**config.mk**
```make
export PLATFORM = sky130hd
export DESIGN_NAME = spi_reg_burst
export DESIGN_NICKNAME = d
export VERILOG_FILES = /design/src/rtl/spi_reg_burst.sv
export SDC_FILE = /design/constraint.sdc
export NUM_CORES = 1
export LEC_CHECK = 0
export CELL_PAD_IN_SITES_DETAIL_PLACEMENT = 0
export CELL_PAD_IN_SITES_GLOBAL_PLACEMENT = 1
export CORE_MARGIN = 1
export CORE_UTILIZATION = 43
export DETAILED_ROUTE_END_ITERATION = 10
export PLACE_DENSITY = 0.86
export SLEW_MARGIN = 20
export SYNTH_ARGS = -nofsm -noshare
export SYNTH_HDL_FRONTEND = slang
export SYNTH_SLANG_ARGS = --single-unit
```
**constraint.sdc**
```tcl
create_clock -name clk -period 2.3 [get_ports clk]
set_clock_uncertainty 0.1 [all_clocks]
set_input_delay 0.23 -clock clk [delete_from_list [all_inputs] [get_ports clk]]
set_output_delay 0.23 -clock clk [all_outputs]
set_load 0.02 [all_outputs]
```
**src/rtl/spi_reg_burst.sv**
```systemverilog
// SPI target with burst read/write access to a register bank, runtime-selectable SPI mode,
// status poll, fast commands and frame error reporting. Fully synchronous to clk.
module spi_reg_burst #(
  parameter int unsigned ADDR_W      = 6,
  parameter int unsigned REG_W       = 16,
  parameter int unsigned NUM_REGS    = 48,
  parameter int unsigned SYNC_STAGES = 2
) (
  input  logic              clk,
  input  logic              nrst,
  input  logic              cpol,
  input  logic              cpha,
  input  logic              sclk,
  input  logic              nss,
  input  logic              mosi,
  output logic              miso,
  output logic              miso_oe,
  output logic [ADDR_W-1:0] reg_addr,
  input  logic [REG_W-1:0]  reg_data_i,
  output logic              reg_rd_stb,
  output logic [REG_W-1:0]  reg_data_o,
  output logic              reg_wr_stb,
  input  logic [7:0]        status,
  output logic [5:0]        fastcmd,
  output logic              fastcmd_vld,
  output logic              frame_err
);

  localparam int unsigned        CNT_W      = $clog2(REG_W);
  localparam logic [CNT_W-1:0]   LAST_BIT   = CNT_W'(REG_W - 1);
  localparam logic [CNT_W-1:0]   CMD_LAST   = CNT_W'(7);
  localparam logic [ADDR_W:0]    NUM_REGS_X = (ADDR_W + 1)'(NUM_REGS);
  localparam logic [ADDR_W-1:0]  LAST_ADDR  = ADDR_W'(NUM_REGS - 1);

  typedef enum logic [1:0] {StWaitDesel, StIdle, StCmd, StData} state_e;
  typedef enum logic [1:0] {OpRead = 2'b00, OpStatus = 2'b01, OpWrite = 2'b10,
                            OpFast = 2'b11} op_e;

  logic [SYNC_STAGES-1:0] r_sclk_sync;
  logic [SYNC_STAGES-1:0] r_nss_sync;
  logic [SYNC_STAGES-1:0] r_mosi_sync;
  logic                   r_sclk_d;

  always_ff @(posedge clk or negedge nrst) begin
    if (!nrst) begin
      r_sclk_sync <= '0;
      r_nss_sync  <= '1;
      r_mosi_sync <= '0;
      r_sclk_d    <= 1'b0;
    end else begin
      r_sclk_sync <= {r_sclk_sync[SYNC_STAGES-2:0], sclk};
      r_nss_sync  <= {r_nss_sync[SYNC_STAGES-2:0], nss};
      r_mosi_sync <= {r_mosi_sync[SYNC_STAGES-2:0], mosi};
      r_sclk_d    <= r_sclk_sync[SYNC_STAGES-1];
    end
  end

  state_e             r_state;
  op_e                r_op;
  logic               r_cpol;
  logic               r_cpha;
  logic [CNT_W-1:0]   r_bit_cnt;
  logic [REG_W-2:0]   r_isr;
  logic [REG_W-1:0]   r_osr;
  logic               r_err;
  logic               r_shift_pend;
  logic               r_bnd_pend;
  logic               r_ld_req;
  logic [ADDR_W-1:0]  r_reg_addr;
  logic               r_rd_stb;
  logic [REG_W-1:0]   r_data_o;
  logic               r_wr_stb;
  logic [5:0]         r_fastcmd;
  logic               r_fastcmd_vld;
  logic               r_frame_err;

  logic               w_sclk;
  logic               w_nss;
  logic               w_mosi;
  logic               w_rise;
  logic               w_fall;
  logic               w_lead;
  logic               w_trail;
  logic               w_sample;
  logic               w_change;
  logic [7:0]         w_byte_in;
  logic [REG_W-1:0]   w_word_in;
  logic [ADDR_W-1:0]  w_cmd_addr;
  logic               w_cmd_err;
  logic [ADDR_W-1:0]  w_addr_inc;
  logic [REG_W-1:0]   w_status_word;
  logic               w_desel;
  logic [CNT_W-1:0]   w_cnt_inc;
  logic               w_cmd_done;
  logic               w_word_done;
  logic               w_byte_bnd;
  logic [CNT_W-1:0]   w_cnt_nxt;

  assign w_sclk  = r_sclk_sync[SYNC_STAGES-1];
  assign w_nss   = r_nss_sync[SYNC_STAGES-1];
  assign w_mosi  = r_mosi_sync[SYNC_STAGES-1];
  assign w_rise  = w_sclk & ~r_sclk_d;
  assign w_fall  = ~w_sclk & r_sclk_d;
  assign w_lead  = r_cpol ? w_fall : w_rise;
  assign w_trail = r_cpol ? w_rise : w_fall;
  assign w_sample = r_cpha ? w_trail : w_lead;
  assign w_change = r_cpha ? w_lead : w_trail;

  assign w_byte_in     = {r_isr[6:0], w_mosi};
  assign w_word_in     = {r_isr, w_mosi};
  assign w_cmd_addr    = w_byte_in[ADDR_W-1:0];
  assign w_cmd_err     = {1'b0, w_cmd_addr} >= NUM_REGS_X;
  assign w_addr_inc    = (r_reg_addr == LAST_ADDR) ? '0 : r_reg_addr + ADDR_W'(1);
  assign w_status_word = REG_W'(status) << (REG_W - 8);
  assign w_desel       = ((r_state == StCmd) || (r_state == StData)) && w_nss;

  assign w_cnt_inc   = r_bit_cnt + CNT_W'(1);
  assign w_cmd_done  = (r_state == StCmd) && w_sample && (r_bit_cnt == CMD_LAST);
  assign w_word_done = (r_state == StData) && w_sample && (r_bit_cnt == LAST_BIT);
  assign w_byte_bnd  = (r_state == StData) && w_sample && (r_bit_cnt[2:0] == 3'd7);
  assign w_cnt_nxt   = (w_cmd_done || w_word_done) ? '0 : (w_sample ? w_cnt_inc : r_bit_cnt);

  always_ff @(posedge clk or negedge nrst) begin
    if (!nrst) begin
      r_state       <= StWaitDesel;
      r_op          <= OpRead;
      r_cpol        <= 1'b0;
      r_cpha        <= 1'b0;
      r_bit_cnt     <= '0;
      r_isr         <= '0;
      r_osr         <= '0;
      r_err         <= 1'b0;
      r_shift_pend  <= 1'b0;
      r_bnd_pend    <= 1'b0;
      r_ld_req      <= 1'b0;
      r_reg_addr    <= '0;
      r_rd_stb      <= 1'b0;
      r_data_o      <= '0;
      r_wr_stb      <= 1'b0;
      r_fastcmd     <= '0;
      r_fastcmd_vld <= 1'b0;
      r_frame_err   <= 1'b0;
    end else begin
      r_rd_stb      <= 1'b0;
      r_wr_stb      <= 1'b0;
      r_fastcmd_vld <= 1'b0;
      r_frame_err   <= 1'b0;
      r_ld_req      <= 1'b0;

      // Strobe follow-ups run outside the state decode so a word finishing on deselect completes.
      if (r_wr_stb) begin
        r_reg_addr <= w_addr_inc;
      end
      if (r_ld_req) begin
        r_osr      <= r_err ? '0 : reg_data_i;
        r_reg_addr <= w_addr_inc;
      end

      case (r_state)
        StWaitDesel: begin
          if (w_nss) begin
            r_state <= StIdle;
          end
        end
        StIdle: begin
          if (!w_nss) begin
            r_cpol       <= cpol;
            r_cpha       <= cpha;
            r_bit_cnt    <= '0;
            r_err        <= 1'b0;
            r_shift_pend <= 1'b0;
            r_bnd_pend   <= 1'b0;
            r_osr        <= w_status_word;
            r_state      <= StCmd;
          end
        end
        StCmd: begin
          if (w_sample) begin
            r_isr        <= w_word_in[REG_W-2:0];
            r_shift_pend <= 1'b1;
            r_bit_cnt    <= w_cnt_nxt;
          end else if (w_change && r_shift_pend) begin
            r_osr        <= r_osr << 1;
            r_shift_pend <= 1'b0;
          end
          if (w_cmd_done) begin
            if (w_byte_in[7:6] == OpFast) begin
              r_fastcmd     <= w_byte_in[5:0];
              r_fastcmd_vld <= 1'b1;
              r_osr         <= '0;
              r_state       <= StWaitDesel;
            end else begin
              r_op       <= op_e'(w_byte_in[7:6]);
              r_reg_addr <= w_cmd_addr;
              r_err      <= w_cmd_err;
              r_bnd_pend <= 1'b1;
              r_state    <= StData;
            end
          end
        end
        StData: begin
          if (w_sample) begin
            r_isr        <= w_word_in[REG_W-2:0];
            r_shift_pend <= 1'b1;
            r_bit_cnt    <= w_cnt_nxt;
            if (w_word_done && (r_op == OpWrite)) begin
              r_data_o <= w_word_in;
              r_wr_stb <= ~r_err;
            end
            // Status poll refreshes every byte so each byte on the wire carries the status.
            if (w_word_done || ((r_op == OpStatus) && w_byte_bnd)) begin
              r_bnd_pend <= 1'b1;
            end
          end else if (w_change && r_shift_pend) begin
            r_shift_pend <= 1'b0;
            r_bnd_pend   <= 1'b0;
            if (r_bnd_pend && (r_op == OpRead)) begin
              r_ld_req <= 1'b1;
              r_rd_stb <= ~r_err;
            end else if (r_bnd_pend && (r_op == OpStatus)) begin
              r_osr <= w_status_word;
            end else begin
              r_osr <= r_osr << 1;
            end
          end
        end
        default: r_state <= StWaitDesel;
      endcase

      if (w_desel) begin
        r_state     <= StIdle;
        r_frame_err <= (w_cnt_nxt != '0) || r_err;
        r_osr       <= '0;
      end
    end
  end

  assign miso        = r_osr[REG_W-1];
  assign miso_oe     = ~w_nss;
  assign reg_addr    = r_reg_addr;
  assign reg_rd_stb  = r_rd_stb;
  assign reg_data_o  = r_data_o;
  assign reg_wr_stb  = r_wr_stb;
  assign fastcmd     = r_fastcmd;
  assign fastcmd_vld = r_fastcmd_vld;
  assign frame_err   = r_frame_err;

endmodule

```
**Yosys cells after proc, flatten, opt, wreduce, memory -nomap -nowiden**

Cells that the tools add are included.

- Flip-flop bits (word level): 84
- Bits of input ports: 31
- Output and inout port bits: 34
- Logic and storage cells: 146

- $add $sub $neg: 2
- Magnitude comparators: 1
- Equality and inequality tests: 20
- Mux-type cells: 61
- Bitwise logic cells: 7
- Reduce and logical (&&, ||, !) cells: 33

Operator list:

| kind | count |
|---|---|
| $mux W16 | 12 |
| $pmux W16 S3 | 1 |
| $mux W6 | 6 |
| $mux W1 | 28 |
| $mux W4 | 4 |
| $reduce_and A3 Y1 | 5 |
| $logic_and A1 B1 Y1 | 11 |
| $mux W2 | 5 |
| $ne A3 B3 Y1 const B | 3 |
| $eq A2 B2 Y1 const B | 4 |
| $pmux W4 S2 | 1 |
| $reduce_and A4 Y1 | 2 |
| $reduce_bool A4 Y1 | 2 |
| $add A6 B1 Y6 const B | 1 |
| $eq A6 B6 Y1 const B | 1 |
| $ge A6 B6 Y1 const B | 1 |
| $ne A2 B2 Y1 const B | 3 |
| $ne A3 B2 Y1 const B | 2 |
| $pmux W2 S3 | 1 |
| $reduce_and A6 Y1 | 1 |
| $not A1 Y1 | 5 |
| $add A4 B1 Y4 const B | 1 |
| $eq A2 B1 Y1 const B | 2 |
| $eq A4 B3 Y1 const B | 1 |
| other kinds (13) | 21 |

**Logic depth before layout (Yosys ltp)**

Gate-level depths: netlist of the first run.

- Depth in word-level cells: 11
- Mapped depth: 8
- Gate-level depth less buffers: 7

**Least setup slack after synthesis of the first run**

Ideal clock, no wire load.

- Path type: reg-to-reg
- Start point: register r_state[0]
- End point: register r_osr[10]
- Setup time: 0.125 ns
- Arrival time: 1.854 ns
- Data required time: 2.075 ns
- Slack: 0.220 ns
- Stages on the path, launching flop included: 9
- Buffers on the path: 2
- Clock period less this slack: 2.080 ns
- Cell sequence: dfrtp_1 > inv_1 > ha_1 > clkbuf_1 > a21oi_1 > nor2_1 > a311oi_2 > buf_6 > o21ai_2

- Longest elaborated chain between the ends: 6
- Elaborated cells on any way between the ends: 10
- Those cells by class: 3 x eq/ne; 3 x mux; 4 x reduce/logical

RTL lines:

| what | line | RTL |
|---|---|---|
| start: declaration | 58 | `state_e r_state;` |
| start signal: assignment | 125 | `r_state <= StWaitDesel;` |
| start signal: assignment | 162 | `r_state <= StIdle;` |
| start signal: assignment | 174 | `r_state <= StCmd;` |
| $eq A2 B2 Y1 | 115, 118, 159 |  |
| $logic_and A1 B1 Y1 (2 in a row) | 118 | `assign w_cmd_done = (r_state == StCmd) && w_sample && (r_bit_cnt == CMD_LAST);` |
| $mux W16 | 186 | `if (w_cmd_done) begin` |
| $pmux W16 S3 | 159 | `case (r_state)` |
| $mux W16 * | 230 | `if (w_desel) begin` |
| end signal: assignment | 155 | `r_osr <= r_err ? '0 : reg_data_i;` |
| end signal: assignment | 173 | `r_osr <= w_status_word;` |
| end signal: assignment | 183 | `r_osr <= r_osr << 1;` |
| end: declaration | 64 | `logic [REG_W-1:0] r_osr;` |

Every way passes the cells marked *; elsewhere a longest branch is shown, timed or not.
A chain may end at the register's enable or synchronous reset.

**Worst setup path in the final report of the first run**

- Start point: register r_cpha
- End point: register r_fastcmd[5], in the netlist fastcmd[5]

- Longest elaborated chain between the ends: 4

RTL lines:

| what | line | RTL |
|---|---|---|
| start: declaration | 61 | `logic r_cpha;` |
| start signal: assignment | 168 | `r_cpha <= cpha;` |
| $mux W1 | 106 | `assign w_sample = r_cpha ? w_trail : w_lead;` |
| $logic_and A1 B1 Y1 (2 in a row) | 118 |  |
| $reduce_and A3 Y1 (no source line) | - |  |
| end signal: assignment | 188 | `r_fastcmd <= w_byte_in[5:0];` |
| end: declaration | 73 | `logic [5:0] r_fastcmd;` |

Every way passes these cells.

==> results.json, run 1 <==
{
  "status": "complete, no violations",
  "synth_flop_cell": "dfrtp_1",
  "ir_drop_uv": 517,
  "cts_setup_buffers": 0,
  "wl_met2_um": 4100,
  "grt.total_usage": 0.195,
  "nets": 470,
  "critPathKind": "reg -> reg",
  "dp_slack_ns": 0.0562,
  "drt_iter0_drc": 187,
  "gp_congestion": 0.809,
  "cp.required_ns": 2.45,
  "async_reset_ff_frac": 1.00,
  "rsz0062_at_grt": "no",
  "grt_overflow_total": 0,
  "end_kind": "flip-flop",
  "core_um2": 9240,
  "synth_edf_count": 0,
  "total_power_w": 0.00442,
  "finalSetupTns_ns": 0,
  "io_pins": 65,
  "antenna_found_initial": 0,
  "critPathMaxStageDelay_ns": 0.45,
  "setup_viol": 0,
  "synth_top_family_by_area": "compound AO/OA/AOI/OAI gates",
  "ys_ff_latch": 84,
  "cap_violations": 0,
  "crit_fanout": 10,
  "clk_root_buffer_cell": "clkbuf_8",
  "worst_slew_pin_slew_ns": 0.532,
  "cts_buffer_depth": 2,
  "yosys_warnings": 0,
  "muxShareOfSynthArea": 0.146,
  "drt-met1-wl_um": 4170,
  "worst_path_max_delay_cell": "dfrtp_1",
  "rows": 35,
  "path_cells": "xnor2_4 > mux2_4 > nand3_4 > or2_1 > mux2_4",
  "ant_nets": 0,
  "cpLargestDelayFamily": "multiplexers",
  "crit_top_cell": "mux2_4",
  "syn_nets": 396,
  "dp_hpwl_um": 6190,
  "dieArea_um2": 9900,
  "start_util": 0.442,
  "start_kind": "flip-flop",
  "p_per_area_nw_per_um2": 858,
  "dp.cells": 549,
  "drtPass1Iterations": 4,
  "synth_compound_area_frac": 0.155,
  "seq_area_frac_synth": 0.515,
  "fill_cells": 786,
  "num_vias": 2978,
  "cts_made_buffers": 9,
  "fp.dieH_um": 99.5,
  "clk_latency_ns": 0.36,
  "final_max_slew_viol_count": 0,
  "drive_gt1_frac": 0.224,
  "instances_no_fill": 566,
  "ys_types": 55,
  "wl_met3_um": 399,
  "routed.top_layer": "met4",
  "syn_area_um2": 4090,
  "htreeDepth": 3,
  "slew_headroom": 0.640,
  "grt_max_degree": 47,
  "fin_crit_sh": 0.952,
  "avgSynthCellArea_um2": 11.4,
  "routed_wl_um": 8850,
  "grt_pass1_vias": 3069,
  "period_minus_slack_ns": 2.19,
  "path_clk_slew_ns": 0.09,
  "finalHoldViolations": 0,
  "cts_num_sinks": 84,
  "die_w_um": 99.5,
  "drc": 0,
  "grt_first_pass_wirelength_um": 15000,
  "areaGrowthSynthToFinish_pct": 26.1,
  "synthAdderAreaFrac": 0.0214,
  "portBuffers": 64,
  "wl_per_cell_um": 15.6,
  "hp-class": "in -> reg",
  "viasPerCell": 5.26,
  "timing.fmax_ghz": 0.457,
  "cp.arrival_ns": 2.34,
  "holdWs_ns": 0.169,
  "leakagePower_nw": 2.36,
  "final_common_cell": "dfrtp_1",
  "final_cell_mix": "dfrtp_1, clkdlybuf4s50_1, mux2_2",
  "netlist_instances": 358,
  "path_buf_inv": 0,
  "n_antenna_cell": 0,
  "fin_ws_ns": 0.110,
  "cts_tree": "yes",
  "synth_xor_area_frac": 0.00888,
  "synthSimpleGateAreaFrac": 0.123
}
[worst reg2reg max path, delay by kind of cell, from the launching register on]
family           cells  cell delay, ns
multiplexers         2            0.75
AND/OR/NAND/NOR      2            0.49
flip-flops           1            0.45
XOR/XNOR             1            0.29
[stage by stage]
stage	cell area [um2]	util
floorplan	4090	-
global placement	4930	0.534
detailed placement	4930	0.534
CTS	5150	0.557
global route	5150	0.558
finish	5150	0.558
[worst paths after layout]
| kind | depth (start not counted) | endpoint | start | slack, ns |
|---|---|---|---|---|
| worst max-delay path | 5 | fastcmd[5] | r_cpha | 0.11 |
| worst min-delay path | 1 | r_nss_sync[0] | nss | 0.17 |
| worst max register to register | 5 | fastcmd[5] | r_cpha | 0.11 |
| worst min register to register | 0 | r_nss_sync[1] | r_nss_sync[0] | 0.26 |
| max in group asynchronous | 3 | r_state[1] | nrst | 1.21 |
| min in group asynchronous | 2 | r_osr[3] | nrst | 0.27 |
[flip-flops by register name, indices dropped and copies added, names as in the netlist, 2 cells and up]
name	count
r_osr	16
reg_data_o	16
r_isr	15
fastcmd	6
reg_addr	6
r_bit_cnt	4
r_mosi_sync	2
r_nss_sync	2
r_op	2
r_sclk_sync	2
r_state	2
[what timing repair did]
item / in CTS / in global routing
hold buffers: 1 / 0
gates resized for setup: 0 / 1
setup endpoints to repair: 0 / 15
endpoints found under the hold margin: 36 / 0
[report_power, final]
group	total (W)	leakage, nW	internal (W)	switching, W
Combinational	0.00147	1.12	0.000691	0.000776
Sequential	0.00184	1.14	0.00166	0.000185
Clock	0.00111	0.107	0.000521	0.000591
Total	0.00442	2.36	0.00287	0.00155
[layer usage]
layer,global-route usage,vias to the layer above
met5,0,-
li1,-,1438
met4,0.0848,0
met1,0.258,1451
met3,0.0387,15
met2,0.313,74
[area by class of cell]
type | instances | area, um2 | share of cell area
Tap cell | 129 | 161 | 0.0313
Clock inverter | 7 | 81.3 | 0.0158
Inverter | 10 | 37.5 | 0.00728
Multi-Input combinational cell | 247 | 1860 | 0.361
Timing Repair Buffer | 80 | 786 | 0.152
Clock buffer | 9 | 124 | 0.0240
Sequential cell | 84 | 2100 | 0.408
[cells in the mapped netlist (4+ instances only)]
library cell  instances  area share
a21oi_1              32       0.039
a22o_1                4      0.0086
a22oi_1               9       0.017
clkbuf_1              9      0.0083
dfrtp_1              82        0.50
ha_1                  7       0.021
inv_1                10      0.0092
mux2_2               37        0.10
mux2_4                7       0.026
mux2i_1               6       0.015
nand2_1              22       0.020
nor2_1               24       0.022
nor2b_1              19       0.029
nor3_1                6      0.0073
o21ai_0              12       0.015
o21ai_2              10       0.021
o22ai_1               4      0.0061
[cell families after synthesis]
logic type | count (synthesis)
AND/OR/NAND/NOR | 94
AO/OA/AOI/OAI | 93
flip-flops | 84
multiplexers | 51
buffers and inverters | 27
adder cells (fa/ha/maj) | 7
XOR/XNOR | 2
Note: power is estimated with default switching activity, not from simulation.
==> run 2: changes to the inputs <==
--- a/config.mk
+++ b/config.mk
@@ -5,6 +5,7 @@
 export SDC_FILE = /design/constraint.sdc
 export NUM_CORES = 1
 export LEC_CHECK = 0
+export CAP_MARGIN = 15
 export CELL_PAD_IN_SITES_DETAIL_PLACEMENT = 0
 export CELL_PAD_IN_SITES_GLOBAL_PLACEMENT = 1
 export CORE_MARGIN = 1
==> results of run 2 <==
The final DEF is identical to that of run 1; final timing and power are the same.
==> run 3: changes to the inputs <==
--- a/config.mk
+++ b/config.mk
@@ -5,7 +5,7 @@
 export SDC_FILE = /design/constraint.sdc
 export NUM_CORES = 1
 export LEC_CHECK = 0
-export CAP_MARGIN = 15
+export CAP_MARGIN = 20
 export CELL_PAD_IN_SITES_DETAIL_PLACEMENT = 0
 export CELL_PAD_IN_SITES_GLOBAL_PLACEMENT = 1
 export CORE_MARGIN = 1
==> results of run 3 <==
The final DEF is identical to that of run 1; final timing and power are the same.
